`config.mk`:
```
export PLATFORM = sky130hd
export DESIGN_NAME = store_queue_flat
export DESIGN_NICKNAME = d
export VERILOG_FILES = /design/src/rtl/store_queue_if.sv /design/src/rtl/store_queue.sv /design/src/flat_wrapper.sv
export SDC_FILE = /design/constraint.sdc
export NUM_CORES = 1
export LEC_CHECK = 0
export ABC_AREA = 1
export CORE_AREA = 2 2 166 168
export CTS_CLUSTER_DIAMETER = 80
export CTS_CLUSTER_SIZE = 20
export DETAILED_ROUTE_END_ITERATION = 7
export DIE_AREA = 0 0 168 170
export GPL_ROUTABILITY_DRIVEN = 0
export PLACE_DENSITY = 0.67
export SLEW_MARGIN = 0
export SYNTH_ARGS = -nofsm -noshare
export SYNTH_HDL_FRONTEND = slang
export SYNTH_SLANG_ARGS = --single-unit
```
`constraint.sdc`:
```
create_clock -name clock -period 3.95 [get_ports clock]
set_input_delay 0.5925 -clock clock [delete_from_list [all_inputs] [get_ports clock]]
set_output_delay 0.5925 -clock clock [all_outputs]
set_load 0.02 [all_outputs]
```
`src/rtl/store_queue_if.sv`:
```
// Store queue port bundle: ACU allocation, ROB commit/rollback, memory write.
// master drives requests and sees status; slave is the queue itself.
interface store_queue_if #(
    parameter int XLEN        = 32,
    parameter int ROB_TAG_LEN = 5
);
    typedef struct packed {
        logic                   valid;
        logic [XLEN-1:0]        address;
        logic [XLEN-1:0]        data;
        logic [ROB_TAG_LEN-1:0] rob_tag;
        logic [2:0]             mem_size;
    } sq_packet_t;

    sq_packet_t             sq_packet_in;
    logic                   alloc_enable;
    logic                   commit_valid;
    logic [ROB_TAG_LEN-1:0] commit_rob_tag;
    logic                   rollback;
    logic                   mem_stall;
    logic                   full;
    logic                   pending_stores;
    logic                   write_mem;
    logic [XLEN-1:0]        store_address;
    logic [XLEN-1:0]        store_data;
    logic [2:0]             store_size;

    modport master (
        output sq_packet_in, alloc_enable, commit_valid,
        output commit_rob_tag, rollback, mem_stall,
        input  full, pending_stores, write_mem,
        input  store_address, store_data, store_size
    );

    modport slave (
        input  sq_packet_in, alloc_enable, commit_valid,
        input  commit_rob_tag, rollback, mem_stall,
        output full, pending_stores, write_mem,
        output store_address, store_data, store_size
    );
endinterface

```
`src/rtl/store_queue.sv`:
```
// In-order store queue: holds stores until retired, drains one per cycle.
// Ports: clock, reset (sync, active-high), sq (store_queue_if.slave).
module store_queue #(
    parameter int SQ_DEPTH    = 4,
    parameter int XLEN        = 32,
    parameter int ROB_TAG_LEN = 5
) (
    input  logic          clock,
    input  logic          reset,
    store_queue_if.slave  sq
);
    localparam int PW = $clog2(SQ_DEPTH);
    localparam int CW = PW + 1;

    typedef enum logic [1:0] {
        E_EMPTY,
        E_WAIT,
        E_COMMIT
    } ent_e;

    ent_e                   r_state [SQ_DEPTH];
    ent_e                   w_state_nxt [SQ_DEPTH];
    logic [XLEN-1:0]        r_addr [SQ_DEPTH];
    logic [XLEN-1:0]        r_data [SQ_DEPTH];
    logic [ROB_TAG_LEN-1:0] r_tag [SQ_DEPTH];
    logic [2:0]             r_size [SQ_DEPTH];

    logic [PW-1:0] r_head;
    logic [PW-1:0] r_cptr;
    logic [PW-1:0] r_tail;
    logic [CW-1:0] r_count;

    logic          w_full;
    logic          w_write;
    logic          w_drain;
    logic          w_alloc;
    logic          w_commit;
    logic [PW-1:0] w_cptr_nxt;
    logic [CW-1:0] w_nwait;
    logic [CW-1:0] w_squash;
    logic [CW-1:0] w_count_nxt;

    assign w_full  = (r_count == CW'(SQ_DEPTH));
    assign w_write = (r_state[r_head] == E_COMMIT);
    assign w_drain = w_write & ~sq.mem_stall;

    // Rollback discards a same-cycle allocation.
    assign w_alloc = sq.alloc_enable & sq.sq_packet_in.valid
                   & ~w_full & ~sq.rollback;

    assign w_commit = sq.commit_valid
                    & (r_state[r_cptr] == E_WAIT)
                    & (r_tag[r_cptr] == sq.commit_rob_tag);

    assign w_cptr_nxt = r_cptr + PW'(w_commit);

    always_comb begin
        w_nwait = '0;
        for (int i = 0; i < SQ_DEPTH; i++) begin
            if (r_state[i] == E_WAIT) begin
                w_nwait = w_nwait + CW'(1);
            end
        end
        // A commit in the rollback cycle saves that one entry.
        w_squash = '0;
        if (sq.rollback) begin
            w_squash = w_nwait - CW'(w_commit);
        end
        w_count_nxt = r_count + CW'(w_alloc) - CW'(w_drain) - w_squash;

        for (int i = 0; i < SQ_DEPTH; i++) begin
            w_state_nxt[i] = r_state[i];
            if (sq.rollback && r_state[i] == E_WAIT) begin
                w_state_nxt[i] = E_EMPTY;
            end
            if (w_commit && PW'(i) == r_cptr) begin
                w_state_nxt[i] = E_COMMIT;
            end
            if (w_drain && PW'(i) == r_head) begin
                w_state_nxt[i] = E_EMPTY;
            end
            if (w_alloc && PW'(i) == r_tail) begin
                w_state_nxt[i] = E_WAIT;
            end
        end
    end

    always_ff @(posedge clock) begin
        if (reset) begin
            for (int i = 0; i < SQ_DEPTH; i++) begin
                r_state[i] <= E_EMPTY;
            end
            r_head  <= '0;
            r_cptr  <= '0;
            r_tail  <= '0;
            r_count <= '0;
        end else begin
            for (int i = 0; i < SQ_DEPTH; i++) begin
                r_state[i] <= w_state_nxt[i];
            end
            r_head  <= r_head + PW'(w_drain);
            r_cptr  <= w_cptr_nxt;
            r_tail  <= sq.rollback ? w_cptr_nxt
                                   : r_tail + PW'(w_alloc);
            r_count <= w_count_nxt;
        end
    end

    // Payload needs no reset: it is only visible behind a COMMITTED state.
    always_ff @(posedge clock) begin
        if (w_alloc) begin
            r_addr[r_tail] <= sq.sq_packet_in.address;
            r_data[r_tail] <= sq.sq_packet_in.data;
            r_tag[r_tail]  <= sq.sq_packet_in.rob_tag;
            r_size[r_tail] <= sq.sq_packet_in.mem_size;
        end
    end

    assign sq.full           = w_full;
    assign sq.pending_stores = (r_count != '0);
    assign sq.write_mem      = w_write;
    assign sq.store_address  = w_write ? r_addr[r_head] : '0;
    assign sq.store_data     = w_write ? r_data[r_head] : '0;
    assign sq.store_size     = w_write ? r_size[r_head] : '0;
endmodule
```
`src/flat_wrapper.sv`:
```
// flat-port wrapper written by rule: the top's interface ports become plain ports
module store_queue_flat 
#(
    parameter int SQ_DEPTH    = 4,
    parameter int XLEN        = 32,
    parameter int ROB_TAG_LEN = 5
)
  (clock, reset, sq_sq_packet_in, sq_alloc_enable, sq_commit_valid, sq_commit_rob_tag, sq_rollback, sq_mem_stall, sq_full, sq_pending_stores, sq_write_mem, sq_store_address, sq_store_data, sq_store_size);
  store_queue_if #(.XLEN(XLEN), .ROB_TAG_LEN(ROB_TAG_LEN)) sq_i ();
  input  logic clock;
  input  logic reset;
  input wire logic [$bits(sq_i.sq_packet_in)-1:0] sq_sq_packet_in;
  input wire logic [$bits(sq_i.alloc_enable)-1:0] sq_alloc_enable;
  input wire logic [$bits(sq_i.commit_valid)-1:0] sq_commit_valid;
  input wire logic [$bits(sq_i.commit_rob_tag)-1:0] sq_commit_rob_tag;
  input wire logic [$bits(sq_i.rollback)-1:0] sq_rollback;
  input wire logic [$bits(sq_i.mem_stall)-1:0] sq_mem_stall;
  output wire logic [$bits(sq_i.full)-1:0] sq_full;
  output wire logic [$bits(sq_i.pending_stores)-1:0] sq_pending_stores;
  output wire logic [$bits(sq_i.write_mem)-1:0] sq_write_mem;
  output wire logic [$bits(sq_i.store_address)-1:0] sq_store_address;
  output wire logic [$bits(sq_i.store_data)-1:0] sq_store_data;
  output wire logic [$bits(sq_i.store_size)-1:0] sq_store_size;
  assign sq_i.sq_packet_in = sq_sq_packet_in;
  assign sq_i.alloc_enable = sq_alloc_enable;
  assign sq_i.commit_valid = sq_commit_valid;
  assign sq_i.commit_rob_tag = sq_commit_rob_tag;
  assign sq_i.rollback = sq_rollback;
  assign sq_i.mem_stall = sq_mem_stall;
  assign sq_full = sq_i.full;
  assign sq_pending_stores = sq_i.pending_stores;
  assign sq_write_mem = sq_i.write_mem;
  assign sq_store_address = sq_i.store_address;
  assign sq_store_data = sq_i.store_data;
  assign sq_store_size = sq_i.store_size;
  store_queue #(.SQ_DEPTH(SQ_DEPTH), .XLEN(XLEN), .ROB_TAG_LEN(ROB_TAG_LEN)) u_core (.clock(clock), .reset(reset), .sq(sq_i));
endmodule
```
# --- After elaboration in Yosys (flattened, before gate mapping) ---
# Memory sizes are Yosys's and may differ from the RTL's. A register that Yosys moved wholly into a read port is not among the register bits.
# Index checks and enable logic that the tools add are counted.
totals:
  out_inout_bits: 70
  mem_bits_ro: 0
  regBits: 9
  mem_count: 5
  word_cells: 109
  input_bits: 84
  ramBits: 296
  latchBits: 0
mem_list:
  columns: ["name", "words", "width", "read_ports", "rd_ports_with_merged_regs", "wr", "line_no", "rtl"]
  rows:
  - ["u_core.r_addr", 4, 32, 1, 1, 1, "store_queue.sv:23", "logic [XLEN-1:0] r_addr [SQ_DEPTH];"]
  - ["u_core.r_data", 4, 32, 1, 1, 1, "store_queue.sv:24", "logic [XLEN-1:0] r_data [SQ_DEPTH];"]
  - ["u_core.r_tag", 4, 5, 1, 1, 1, "store_queue.sv:25", "logic [ROB_TAG_LEN-1:0] r_tag [SQ_DEPTH];"]
  - ["u_core.r_size", 4, 3, 1, 1, 1, "store_queue.sv:26", "logic [2:0] r_size [SQ_DEPTH];"]
  - ["u_core.r_state", 4, 2, 6, 2, 4, "store_queue.sv:21", "ent_e r_state [SQ_DEPTH];"]
classes:
  eq_ne: 17
  shift: 0
  n_div: 0
  n_reduce_logical: 20
  multipliers: 0
  order_cmp: 0
  bitwise: 13
  addsub: 10
  n_mux: 40
op_table:
  columns: ["operator", "count"]
  rows:
  - ["$mux W32", 2]
  - ["$mux W2", 27]
  - ["$logic_and A1 B1 Y1", 16]
  - ["$mux W3", 5]
  - ["$eq A2 B2 Y1 const A", 6]
  - ["$eq A2 B1 Y1 const B", 5]
  - ["$add A2 B1 Y2", 3]
  - ["$add A3 B1 Y3 const B", 2]
  - ["$and A1 B1 Y1", 6]
  - ["$eq A1 B2 Y1 const A", 3]
  - ["$logic_not A2 Y1", 3]
  - ["$mux W1", 6]
  - ["$sub A3 B1 Y3", 2]
  - ["$eq A5 B5 Y1", 1]
  - ["$or A1 B1 Y1", 4]
  - ["$add A3 B1 Y3", 1]
  - ["$eq A3 B3 Y1 const B", 1]
  - ["$not A1 Y1", 3]
  - ["$reduce_bool A3 Y1", 1]
  - ["$sub A3 B3 Y3", 1]
  - ["$add A1 B1 Y2 const B", 1]
  - ["$eq A2 B2 Y1 const B", 1]

# --- Logic depth before layout (Yosys ltp) ---
# An unclocked memory read counts as a cell.
logic_depth:
  ltp_word: 12
  mapped_depth: 20
  ltp_nobuf: 19

# --- Least setup slack after synthesis ---
# Ideal clock, no wire load.
synth_timing:
  path_kind: "register -> register"
  from: "register u_core.r_cptr[0] (netlist name)"
  to: "register u_core.r_count[2]"
  t_arrival_ns: 3.496
  path_slack_ns: 0.334
  n_path_buf: 2
  synth_period_minus_slack_ns: 3.616
  setup_ns: 0.120
  required_ns: 3.830
  path_stages_with_launch: 21
  path_cell_list: "dfxtp_1 buf_6 buf_6 nand2_1 nand2_1 nand2_1 nand2_1 nand2_1 nand2_1 nand2_1 nor4_1 ha_1 or2_2 fa_1 fa_1 ha_1 xnor2_1 xor2_1 inv_1 o21ai_0 a21oi_1"
synth_lines:
  columns: ["element", "line_no", "rtl"]
  rows:
  - ["end signal, assigned", "store_queue.sv:105", "r_count <= w_count_nxt;"]
  - ["end, declared", "store_queue.sv:31", "logic [CW-1:0] r_count;"]

==> reports/metrics.cfg <==
[synthesis]
syn_nets = 938
synthesis.instances = 842
yosysWarnings = 0
synth.avg_cell_area_sq_um = 14.2
syn_area_sq_um = 11900
synth_cell_types = 34
ys_ff_latch = 305
ys.flop_type = edfxtp_1
synth_async_sr_flop_share_pct = 0
synth_edf_count = 288
synth-seq-area-share_pct = 75.4

[worst_setup_path]
path_max_fanout = 7
critical-path-max-stage-delay_ns = 0.46
cp_cell_sequence = buf_4 -> nor2_4 -> nand2_1 -> o21ai_1 -> nor2_1 -> nor2_1 -> nand2_1 -> nor4_2 -> buf_4 -> ha_1 -> or2_2 -> fa_2 -> fa_1 -> ha_1 -> xnor2_1 -> xor2_1 -> inv_1 -> o21ai_1 -> a21oi_1
required_ns = 4.35
startpoint_type = flip-flop
critPathKind = reg2reg
end_kind = flip-flop
arrival_ns = 4.12
cp_slowest_cell = fa_1
worstSetupStartpoint = u_core.r_cptr[0]$_SDFF_PP0_
r2r-start = u_core.r_cptr[0]$_SDFF_PP0_

[route]
wire_per_inst_microns = 18.7
drt-initial-drc-count = 349
vias = 7105
antenna_left = 0
dr.pass1.iters = 5
finalWirelength_mm = 25.5
drc_errors = 0
avgViaCountPerCell = 5.22

[hold_path]
hold_path_class = reg2reg
hold_start = u_core.r_state[0][1]$_SDFFE_PP0P_

[placement]
dpl.hpwl_mm = 14.8
place_worst_setup_slack_ns = -0.146
portBuffers = 153

[cts]
cts_root_buf = clkbuf_16
numCtsBuffers = 19
cts_max_path_buffers = 3
cts_tree = built
cts_sinks = 305
cts_hold_buf = 0
htree_num_levels = 1
clk_latency_ns = 0.51
cts.clk_slew.worst_paths_ns = 0.08

[power]
leakagePower_nw = 4.72
internal-power_mw = 4.58
power.share.clock_pct = 32.9
p_comb_share_pct = 3.8
power_frac_seq_pct = 63.3
power_switching_share_pct = 19.1
p_per_area_nw_per_um2 = 387
peakVddDrop_uv = 288
p_switching_mw = 1.08

[floorplan]
start_util_pct = 44.8
num_io_pins = 154
core_area_sq_um = 26700
rows = 60
fp.dieH_microns = 170
die_area_sq_um = 28600
dieWidth_microns = 168

[timing]
slew_headroom_pct = 37.5
slew_violations = 0
setup_viol = 0
worst_slew_pin_slew_ns = 0.937
layout_worst_path_cycle_share_pct = 94.0
final-hold-violation-count = 0
timing.final.ws_setup_ns = 0.235
period_minus_slack_ns = 3.71
max_freq_ghz = 0.269
clock_skew_ns = 0.0198

[grt]
grt_overflow_total = 0
antenna_found_initial = 0
grt_max_degree = 69
grtUsageTotal_pct = 17.9
grt_pass1_vias = 7131
grt_pass1_wl_mm = 39.7

[finish]
final_util_pct = 54.9
antennaDiodeCount = 0
drive_gt1_share_pct = 11.2
syn_to_final_growth_pct = 22.7
final_nets = 1108

[status]
status = complete, no violations

[flow_run]
drv_cap = 0

==> layer usage <==
metal  share of wire [%]  vias to the layer above  global-route usage [%]
met5                   0                        -                       0
met4                 1.3                        0                    3.86
met3                 5.7                       27                    3.30
met2                  49                      170                    30.7
met1                  44                     3473                    24.1
li1                    -                     3435                       -
==> kinds of logic (layout without fill, tap and decap cells) <==
kind of cell / Yosys count / count (layout) / synth area share (%)
compound gates: 158 / 158 / 10.1
xor+xnor: 8 / 8 / 0.587
buf+inv: 83 / 260 / 3.15
simple gates: 275 / 275 / 9.37
mux: 1 / 1 / 0.0839
fa+ha+maj: 12 / 12 / 1.38
flops: 305 / 305 / 75.4
==> synthesized netlist by cell type, drive strengths merged, types with 4 or more instances <==
master	n	share of area, %
buf	19	1.1
a22oi	68	4.3
clkbuf	22	0.69
o21ai	5	0.21
xnor2	4	0.29
edfxtp	288	73
nand2	230	7.3
a31oi	67	4.6
dfxtp	17	2.9
a21oi	15	0.79
nor2	24	0.99
inv	42	1.3
ha	10	1.0
xor2	4	0.29
nand3	14	0.76
==> worst max-delay path: cells and delay by family, from the launching register on <==
kind / cells / cell delay (ns)
adder cells (fa/ha/maj): 4 / 1.28
AND/OR/NAND/NOR: 7 / 0.98
buffers and inverters: 3 / 0.39
flip-flops: 1 / 0.38
XOR/XNOR: 2 / 0.34
AO/OA/AOI/OAI: 3 / 0.24
==> flip-flops by register name (all words and copies together), names as in the netlist <==
register / flops
u_core.r_addr: 128
u_core.r_data: 128
u_core.r_tag: 20
u_core.r_size: 12
u_core.r_state: 8
u_core.r_count: 3
u_core.r_cptr: 2
u_core.r_head: 2
u_core.r_tail: 2
==> cells in the final DEF, fill, tap and decap left out, types with 15 or more instances in the layout <==
cell type,netlist,layout
clkdlybuf4s50_1,0,153
nor2_1,19,17
a31oi_1,47,47
clkbuf_16,0,19
edfxtp_1,288,288
inv_1,36,32
dfxtp_1,17,15
a31oi_2,20,20
buf_4,6,27
a22oi_1,68,68
nand2_1,229,229
==> cell type report <==
class,count,area [sq um]
fill,2151,12000
sequential,305,9000
multi-input combinational,454,2590
timing repair buffer,190,1930
clock buffer,25,498
tap,341,427
inverter,42,165
clock inverter,3,30.0
==> final timing paths <==
path                                            end  slack, ns  cells after the start
setup / recovery       u_core.r_count[2]$_SDFF_PP0_       0.24                     19
hold / removal    u_core.r_state[0][1]$_SDFFE_PP0P_       0.53                      2
setup reg to reg       u_core.r_count[2]$_SDFF_PP0_       0.24                     19
hold reg to reg   u_core.r_state[0][1]$_SDFFE_PP0P_       0.53                      2
==> repair_timing <==
item / in CTS / in global routing
setup buffers: 0 / 4
hold endpoints to repair: 0 / 0
setup endpoints to repair: 0 / 1
gates resized for setup: 0 / 13
==> per-stage QoR <==
step / power [mW] / setup TNS [ns] / area (sq um) / hold WS (ns) / std cells
floorplan: 3.73 / 0 / 11900 / 0.476 / 842
global placement: 3.87 / -0.0666 / 14000 / 0.516 / 1328
detailed placement: 3.88 / -0.146 / 14000 / 0.520 / 1328
CTS: 5.73 / 0 / 14600 / 0.531 / 1356
global route: 5.86 / -0.0180 / 14600 / 0.553 / 1360
finish: 5.66 / 0 / 14600 / 0.529 / 1360
==> power by group through the flow <==
stage	sequential (mW)	combinational (mW)	clock [mW]
2_1_floorplan	3.66	0.0670	0
3_3_place_gp	3.66	0.213	0
3_5_place_dp	3.66	0.217	0
4_1_cts	3.59	0.218	1.92
5_1_grt	3.59	0.239	2.03
6_report	3.58	0.216	1.86
Power figures use the tool's default switching activity.
